--- config.mk ---
export PLATFORM = sky130hd
export DESIGN_NAME = keypad_record_playback
export DESIGN_NICKNAME = d
export VERILOG_FILES = /design/src/rtl/keypad_record_playback.sv
export SDC_FILE = /design/constraint.sdc
export NUM_CORES = 1
export LEC_CHECK = 0
export CAP_MARGIN = 5
export CORE_MARGIN = 2
export CORE_UTILIZATION = 60
export DETAILED_ROUTE_END_ITERATION = 6
export PLACE_DENSITY = 0.91
export SLEW_MARGIN = 5
export SYNTH_ARGS = -nofsm -noshare
export SYNTH_HDL_FRONTEND = slang
export SYNTH_SLANG_ARGS = --single-unit
export TNS_END_PERCENT = 50
--- constraint.sdc ---
create_clock -name clock50MHz -period 4.4 [get_ports clock50MHz]
set_input_delay 0.88 -clock clock50MHz [delete_from_list [all_inputs] [get_ports clock50MHz]]
set_output_delay 0.88 -clock clock50MHz [all_outputs]
set_load 0.02 [all_outputs]
--- src/rtl/keypad_record_playback.sv ---
// -----------------------------------------------------------------------------
// keypad_record_playback
//
// Records keypad digits into a small internal RAM during a timed window, waits
// for a hold interval, then replays the stored digits one per timebase tick.
// The timebase tick is derived from the system clock by an internal divider.
//
// Ports:
//   clock50MHz        system clock, rising edge
//   reset             synchronous, active-low
//   start             level; only looked at in IDLE
//   dav               keypad data-available (already synchronised)
//   KeypadData        digit, valid while dav=1
//   DataOut           replayed digit (0 outside PLAY)
//   DataValid         DataOut is meaningful
//   AddressOut        read pointer in PLAY, write pointer otherwise
//   Count             number of stored entries (0..DEPTH)
//   Full              Count == DEPTH
//   PresentStateFlag  IDLE=0, RECORD=1, HOLD=2, PLAY=3
//
// Handshake: there is no back-pressure on either side. An input digit is
// accepted on the rising edge of dav (dav=1 now, dav=0 the cycle before), so a
// dav held high stores once. On the output side DataOut carries a digit only
// in cycles where DataValid=1; the consumer has no ready and must sample then.
// -----------------------------------------------------------------------------
module keypad_record_playback #(
    parameter int DATA_WIDTH   = 4,
    parameter int ADDR_WIDTH   = 4,
    parameter int TICK_DIV     = 50000000,
    parameter int RECORD_TICKS = 8,
    parameter int HOLD_TICKS   = 3,
    parameter int LOOP         = 0
) (
    input  logic                  clock50MHz,
    input  logic                  reset,
    input  logic                  start,
    input  logic                  dav,
    input  logic [DATA_WIDTH-1:0] KeypadData,
    output logic [DATA_WIDTH-1:0] DataOut,
    output logic                  DataValid,
    output logic [ADDR_WIDTH-1:0] AddressOut,
    output logic [ADDR_WIDTH:0]   Count,
    output logic                  Full,
    output logic [1:0]            PresentStateFlag
);

    localparam int DEPTH  = 2 ** ADDR_WIDTH;
    localparam int DIV_W  = (TICK_DIV > 1) ? $clog2(TICK_DIV) : 1;
    localparam int TC_MAX = (RECORD_TICKS > HOLD_TICKS) ? RECORD_TICKS : HOLD_TICKS;
    // The tick counter never holds TC_MAX: the final tick of a phase changes state,
    // and every state change clears the counter.
    localparam int TC_W   = (TC_MAX > 1) ? $clog2(TC_MAX) : 1;

    typedef enum logic [1:0] {
        ST_IDLE   = 2'd0,
        ST_RECORD = 2'd1,
        ST_HOLD   = 2'd2,
        ST_PLAY   = 2'd3
    } state_t;

    state_t                state_q, state_d;
    logic [DIV_W-1:0]      div_q, div_d;
    logic [TC_W-1:0]       tcnt_q, tcnt_d;
    logic [ADDR_WIDTH-1:0] wptr_q, wptr_d;
    logic [ADDR_WIDTH-1:0] rptr_q, rptr_d;
    logic [ADDR_WIDTH:0]   count_q, count_d;
    logic                  dav_q;
    logic [DATA_WIDTH-1:0] data_out_q, data_out_d;
    logic                  valid_q, valid_d;

    logic [DATA_WIDTH-1:0] mem [DEPTH];
    logic                  mem_we;

    logic tick;
    logic dav_rise;
    logic full;
    logic last;

    always_comb begin
        tick     = (div_q == DIV_W'(TICK_DIV - 1));
        dav_rise = dav && !dav_q;
        full     = (count_q == (ADDR_WIDTH + 1)'(DEPTH));
        last     = ({1'b0, rptr_q} == count_q - 1'b1);
    end

    always_comb begin
        state_d    = state_q;
        div_d      = div_q;
        tcnt_d     = tcnt_q;
        wptr_d     = wptr_q;
        rptr_d     = rptr_q;
        count_d    = count_q;
        mem_we     = 1'b0;
        data_out_d = '0;
        valid_d    = 1'b0;

        if (state_q != ST_IDLE) begin
            div_d = tick ? '0 : div_q + 1'b1;
        end
        if (tick && (state_q == ST_RECORD || state_q == ST_HOLD)) begin
            tcnt_d = tcnt_q + 1'b1;
        end

        case (state_q)
            ST_IDLE: begin
                if (start) begin
                    state_d = ST_RECORD;
                    wptr_d  = '0;
                    count_d = '0;
                end
            end
            ST_RECORD: begin
                if (dav_rise && !full) begin
                    mem_we  = 1'b1;
                    wptr_d  = wptr_q + 1'b1;
                    count_d = count_q + 1'b1;
                end
                // Full is the registered count, so this leaves one cycle after the
                // last slot was filled. The timeout uses count_d so that a digit
                // captured on the timeout tick still counts toward the decision.
                if (full) begin
                    state_d = ST_HOLD;
                end else if (tick && tcnt_q == TC_W'(RECORD_TICKS - 1)) begin
                    state_d = (count_d == '0) ? ST_IDLE : ST_HOLD;
                end
            end
            ST_HOLD: begin
                if (tick && tcnt_q == TC_W'(HOLD_TICKS - 1)) begin
                    state_d = ST_PLAY;
                    rptr_d  = '0;
                end
            end
            ST_PLAY: begin
                if (tick) begin
                    if (!last) begin
                        rptr_d = rptr_q + 1'b1;
                    end else if (LOOP != 0) begin
                        rptr_d = '0;
                    end else begin
                        state_d = ST_IDLE;
                    end
                end
            end
            default: state_d = ST_IDLE;
        endcase

        // Every phase is timed from its own entry.
        if (state_d != state_q) begin
            div_d  = '0;
            tcnt_d = '0;
        end

        // Synchronous RAM read at the next pointer. Gated on staying in PLAY so
        // the first PLAY cycle and the cycle after leaving both show 0/invalid.
        if (state_q == ST_PLAY && state_d == ST_PLAY) begin
            data_out_d = mem[rptr_d];
            valid_d    = 1'b1;
        end
    end

    always_ff @(posedge clock50MHz) begin
        if (!reset) begin
            state_q    <= ST_IDLE;
            div_q      <= '0;
            tcnt_q     <= '0;
            wptr_q     <= '0;
            rptr_q     <= '0;
            count_q    <= '0;
            dav_q      <= 1'b0;
            data_out_q <= '0;
            valid_q    <= 1'b0;
        end else begin
            state_q    <= state_d;
            div_q      <= div_d;
            tcnt_q     <= tcnt_d;
            wptr_q     <= wptr_d;
            rptr_q     <= rptr_d;
            count_q    <= count_d;
            dav_q      <= dav;
            data_out_q <= data_out_d;
            valid_q    <= valid_d;
        end
    end

    // RAM contents survive reset; Count=0 makes them unreachable.
    always_ff @(posedge clock50MHz) begin
        if (reset && mem_we) begin
            mem[wptr_q] <= KeypadData;
        end
    end

    assign DataOut          = data_out_q;
    assign DataValid        = valid_q;
    assign Count            = count_q;
    assign Full             = full;
    assign AddressOut       = (state_q == ST_PLAY) ? rptr_q : wptr_q;
    assign PresentStateFlag = state_q;

endmodule

# Word level (Yosys, flattened, before mapping)
# Memories as Yosys holds them, arrays and structs flattened. A register that Yosys moved wholly into a read port is not among the register bits.
# Cells that the tools add are included.
# Widths: inputs -> output; s select.
# classes
reduce_logical	19
eq_ne	12
addsub	6
div_mod_pow	0
shift	0
n_bitwise	1
magnitude_cmp	0
n_mux	26
multipliers	0
# ops
op	count
$add 26x1->26 const B	1
$eq 26x26->1 const B	1
$mux 26	1
$mux 4	6
$pmux 4 s2	2
$mux 5	3
$mux 2	7
$pmux 5 s2	1
$add 4x1->4 const B	2
$pmux 2 s4	1
$logic_and 1x1->1	7
$eq 2x2->1 const B	3
$add 5x1->5 const B	1
$eq 4x5->1	1
$eq 5x5->1 const B	1
$logic_not 5->1	1
$mux 1	5
$sub 5x1->5 const B	1
$reduce_and 2->1	2
$reduce_bool 2->1	2
$add 3x1->3 const B	1
$eq 3x2->1 const B	1
$eq 3x3->1 const B	1
$logic_not 1->1	3
other kinds (9)	9
# totals
latchBits	0
romBits	0
mem_count	1
ramBits	64
out_inout_bits	17
inputBits	8
regBits	46
# mem_list
name	depth	word_bits	read_ports	rd_ports_with_merged_regs	wr	line	rtl
mem	16	4	1	1	1	71	logic [DATA_WIDTH-1:0] mem [DEPTH];

# Depth between registers and ports, before layout
# logic_depth
word_depth	14
ltp_mapped	13
depth_no_buf	11

# Worst setup path before layout
# OpenSTA, ideal clock, no wires.
# synth_timing
path_type	register to register
from	reg count_q[0], in the netlist Count[0]
to	reg div_q[0]
t_arrival_ns	3.155
path_stages_with_launch	14
synth_period_minus_slack_ns	3.219
setup_slack_ns	1.181
setup_ns	0.064
path_cell_list	dfxtp_1 -> inv_1 -> ha_1 -> o21ba_1 -> a221o_1 -> a211o_1 -> buf_2 -> o211a_1 -> o31ai_1 -> mux2i_1 -> nand3_1 -> a31o_2 -> buf_4 -> nor2_1
# synth_between
elab_chain_cells	12
word_cells_on_any_way	17
classes_between	2 x add/sub; 3 x eq/ne; 8 x mux; 4 x reduce/logical
# synth_rtl
item	line	rtl
start: declaration	66	logic [ADDR_WIDTH:0] count_q, count_d;
start signal: assignment	178	count_q <= count_d;
branches (longest 9 deep; another with $add 5x1->5)	--	
$pmux 2 s4 (*)	104	case (state_q)
$ne 2x2->1 (*)	148	if (state_d != state_q) begin
$reduce_or 2->1 (no source line) (*)	--	
end signal: assignment	174	div_q <= div_d;
end: declaration	62	logic [DIV_W-1:0] div_q, div_d;
# Mark *: on every way between the ends. The select of a mux whose other input is x is not followed.
# A chain may end at the register's enable or synchronous reset.

# Final worst setup path
# layout_timing
from	reg div_q[3]
to	reg data_out_q[2], in the netlist DataOut[2], read port of mem
# layout_between
elab_chain_cells	9
word_cells_on_any_way	15
classes_between	2 x eq/ne; 8 x mux; 5 x reduce/logical
# layout_rtl
item	line	rtl
$eq 26x26->1 (*)	80	tick = (div_q == DIV_W'(TICK_DIV - 1));
$logic_and 1x1->1	123	end else if (tick && tcnt_q == TC_W'(RECORD_TICKS - 1)) begin
$mux 2	123	
$mux 2	121	if (full) begin
$pmux 2 s4	104	
$eq 2x2->1	155	if (state_q == ST_PLAY && state_d == ST_PLAY) begin
$logic_and 1x1->1	155	
$reduce_and 2->1 (no source line)	--	
$logic_not 1->1 (no source line)	--	
end: declaration	68	logic [DATA_WIDTH-1:0] data_out_q, data_out_d;
# Every way passes the cells marked *; elsewhere a longest branch is shown, timed or not.

==> results.json <==
{
  "numCtsBuffers": 17,
  "drt_iter0_drc": 324,
  "synth_compound_area_share_pct": 8.450,
  "grt_pass1_wl_um": 19560,
  "setup_violations": 0,
  "rsz0062_at_grt": "no",
  "grt_max_degree": 30,
  "synthAdderAreaFrac_pct": 3.444,
  "port_buffers": 24,
  "wire_per_inst_um": 18.30,
  "vias": 4081,
  "synth_top_cell_by_area": "edfxtp_1",
  "synth-edff-count": 64,
  "cts.sinks": 114,
  "start_kind": "register",
  "antenna_cells": 0,
  "hold_depth": 2,
  "synth_top_family_by_area": "simple AND/OR/NAND/NOR gates",
  "grt_use_total_pct": 25.93,
  "internal_power_uw": 2086,
  "clkLatencyLatePin_ns": 0.53,
  "cts-hold-fix-buffers": 0,
  "async_flop_share_pct": 0,
  "hold_path.class": "reg -> reg",
  "crit_type": "reg -> reg",
  "drt_pass1_iterations": 6,
  "start_util_pct": 62.18,
  "dp_hpwl_um": 7590,
  "place_area_um2": 5764,
  "outcome": "finished clean",
  "cts_setup_buffers": 0,
  "worst_setup_path_end_kind": "register",
  "drcViolationCount": 0,
  "ys_seq_area_share_pct": 53.64,
  "multi_input_area_um2": 2376,
  "netlist_area_um2": 5449,
  "r2r-start": "div_q[3]",
  "r2r_slack_ns": 0.61,
  "routabilityCongestion": 0.8736,
  "relSlewSlack_pct": 34.38,
  "grt_pass1_vias": 3996,
  "p_comb_share_pct": 9.6,
  "cts_tree": "built",
  "drt.antenna.violating_nets": 0,
  "powerDensity_nw_per_um2": 435.0,
  "root_buffer": "clkbuf_8",
  "numPlacedInstances": 626,
  "seq_power_share_pct": 42.1,
  "stdcell_area_um2": 6332,
  "regArea_um2": 2923,
  "cts_resized": 0,
  "maxSlewViolCount": 0,
  "crit_start": "div_q[3]",
  "r2r_cells": 9,
  "cts_max_path_buffers": 2,
  "core_um2": 8763,
  "clock_power_share_pct": 48.3,
  "synth_area_leaders": "edfxtp_1, dfxtp_1, mux2i_1, nor2_1, ha_1",
  "synth.distinct_cells": 57,
  "final_net_count": 560,
  "synth-xor-area-share_pct": 5.465,
  "viasPerCell": 6.202,
  "mostFrequentLayoutCells": "nor2_1, edfxtp_1, dfxtp_1",
  "overflow": 0,
  "setup_tns_ns": 0,
  "yosys_warnings": 0,
  "fillers": 554,
  "muxShareOfSynthArea_pct": 7.325,
  "area_growth_pct": 16.21,
  "worstPathMaxFanout": 20,
  "antenna_found_initial": 0,
  "syn_inst": 509,
  "synth_top_area_share_pct": 35.27,
  "ios": 25,
  "h-tree-depth": 4,
  "syn-mean-instance-area_um2": 10.71,
  "synthSimpleGateAreaFrac_pct": 18.69,
  "p_leak_uw": 0.002182,
  "worstPathRequired_ns": 4.81,
  "peakVddDrop_uv": 270.8,
  "worstMarginPinSlew_ns": 0.9812,
  "synth_seq_cells": 114,
  "min_to": "tcnt_q[2]",
  "routed_wl_um": 12040,
  "die-height_um": 99.30,
  "drv_cap": 0,
  "fmax_ghz": 0.2640,
  "p_sw_share_pct": 24.25,
  "die_x_um": 99.30,
  "r2r_end": "DataOut[2]",
  "rows": 34,
  "min_from": "tcnt_q[2]",
  "cp_data_arrival_time_ns": 4.20,
  "hold_viol_final": 0,
  "skew_ns": 0.01219,
  "synth_fp_nets": 532,
  "final_common_cell": "nor2_1",
  "layout.cells.non_filler": 658,
  "synth_ff_type": "edfxtp_1",
  "drive_above_1_share_pct": 7.818,
  "post-route-min-period_ns": 3.788,
  "power_switching_uw": 668.0,
  "finalCritPeriodShare_pct": 86.09,
  "final_util_pct": 72.26,
  "die_area_um2": 9860,
  "clk_pin_slew_worst_paths_ns": 0.06
}
==> metal layers <==
metal  vias up  global-route usage [%]  share of wire [%]
met2       192                   42.15                 49
met3        41                   6.465                7.4
met5         -                       0                  0
met4         0                   12.33                2.8
li1       1892                       -                  -
met1      1956                   32.65                 41
==> critical path: stages (launching register included) <==
cell and delay, ns:
dfxtp_1 0.40, nand4_1 0.25, nor4_2 0.73, and2_1 0.42, a31oi_1 0.21, a211oi_4 0.86, nand3_1 0.18, nand4b_1 0.20
a211oi_1 0.08, a211o_1 0.34
==> cell families (layout without fill, tap and decap cells) <==
group | after synthesis | count (layout)
simple gates | 207 | 207
flops | 114 | 114
compound gates | 67 | 67
mux | 38 | 38
xor+xnor | 34 | 34
buf+inv | 34 | 75
fa+ha+maj | 15 | 15
==> flip-flops by register name, indices dropped and copies added, names as in the netlist <==
register and cells:
mem 64, rptr_q 4, PresentStateFlag 2, DataOut 4, div_q 26, tcnt_q 3
dav_q 1, Count 5, wptr_q 4, DataValid 1
==> metrics by stage <==
stage                     setup WS, ns  hold slack [ns]  total power [µW]
final                           0.6121           0.5031              2754
after global placement          0.8227           0.4729              1427
after detailed placement        0.7245           0.4938              1433
after floorplan                  1.181           0.4594              1356
after CTS                       0.6986           0.4985              2748
after global routing            0.4532           0.5480              2830
==> worst max path at each step <==
stage	endpoint	slack, ns
6_report	DataOut[2]	0.61
4_1_cts	DataOut[2]	0.70
5_1_grt	DataOut[2]	0.45
3_5_place_dp	div_q[14]	0.72
3_3_place_gp	div_q[3]	0.82
2_1_floorplan	div_q[0]	1.18
==> synth_stat cells, types with 2 or more instances <==
| master | n |
|---|---|
| nor2_1 | 67 |
| edfxtp_1 | 64 |
| dfxtp_1 | 50 |
| nand2_1 | 45 |
| mux2i_1 | 26 |
| nand3_1 | 21 |
| a21oi_1 | 17 |
| xnor2_1 | 17 |
| xor2_1 | 17 |
| ha_1 | 15 |
| inv_1 | 14 |
| nor3_1 | 12 |
| buf_2 | 10 |
| mux2_1 | 10 |
| nor2b_1 | 10 |
| a211oi_1 | 9 |
| o21ai_0 | 9 |
| and2_1 | 8 |
| and3_1 | 7 |
| clkbuf_1 | 6 |
| nand4_1 | 6 |
| or3_1 | 6 |
| nand2b_1 | 5 |
| a211o_1 | 3 |
| a221oi_1 | 3 |
| a31oi_1 | 3 |
| and4_1 | 3 |
| nand3b_1 | 3 |
| nor4_1 | 3 |
| o22ai_1 | 3 |
| o31a_1 | 3 |
| a21boi_0 | 2 |
| a22oi_1 | 2 |
| a31o_2 | 2 |
| and4b_1 | 2 |
| buf_4 | 2 |
| buf_6 | 2 |
| nor3b_1 | 2 |
| or2_2 | 2 |
==> power by group through the flow <==
| stage | Combinational (µW) | Sequential (µW) | Clock (µW) |
|---|---|---|---|
| 2_1_floorplan | 172 | 1180 | 0 |
| 3_5_place_dp | 253 | 1180 | 0 |
| 5_1_grt | 291 | 1160 | 1380 |
| 4_1_cts | 258 | 1160 | 1330 |
| 6_report | 264 | 1160 | 1330 |
| 3_3_place_gp | 247 | 1180 | 0 |
==> area by class of cell <==
class,count,area share [%]
clock buffers,21,6.777
clock inverters,11,2.193
inverters,14,0.8299
multi-input cells,361,37.52
flip-flops and latches,114,46.16
well taps,108,2.134
repair buffers,29,4.386
No activity file was read; power rests on OpenSTA's default activity.
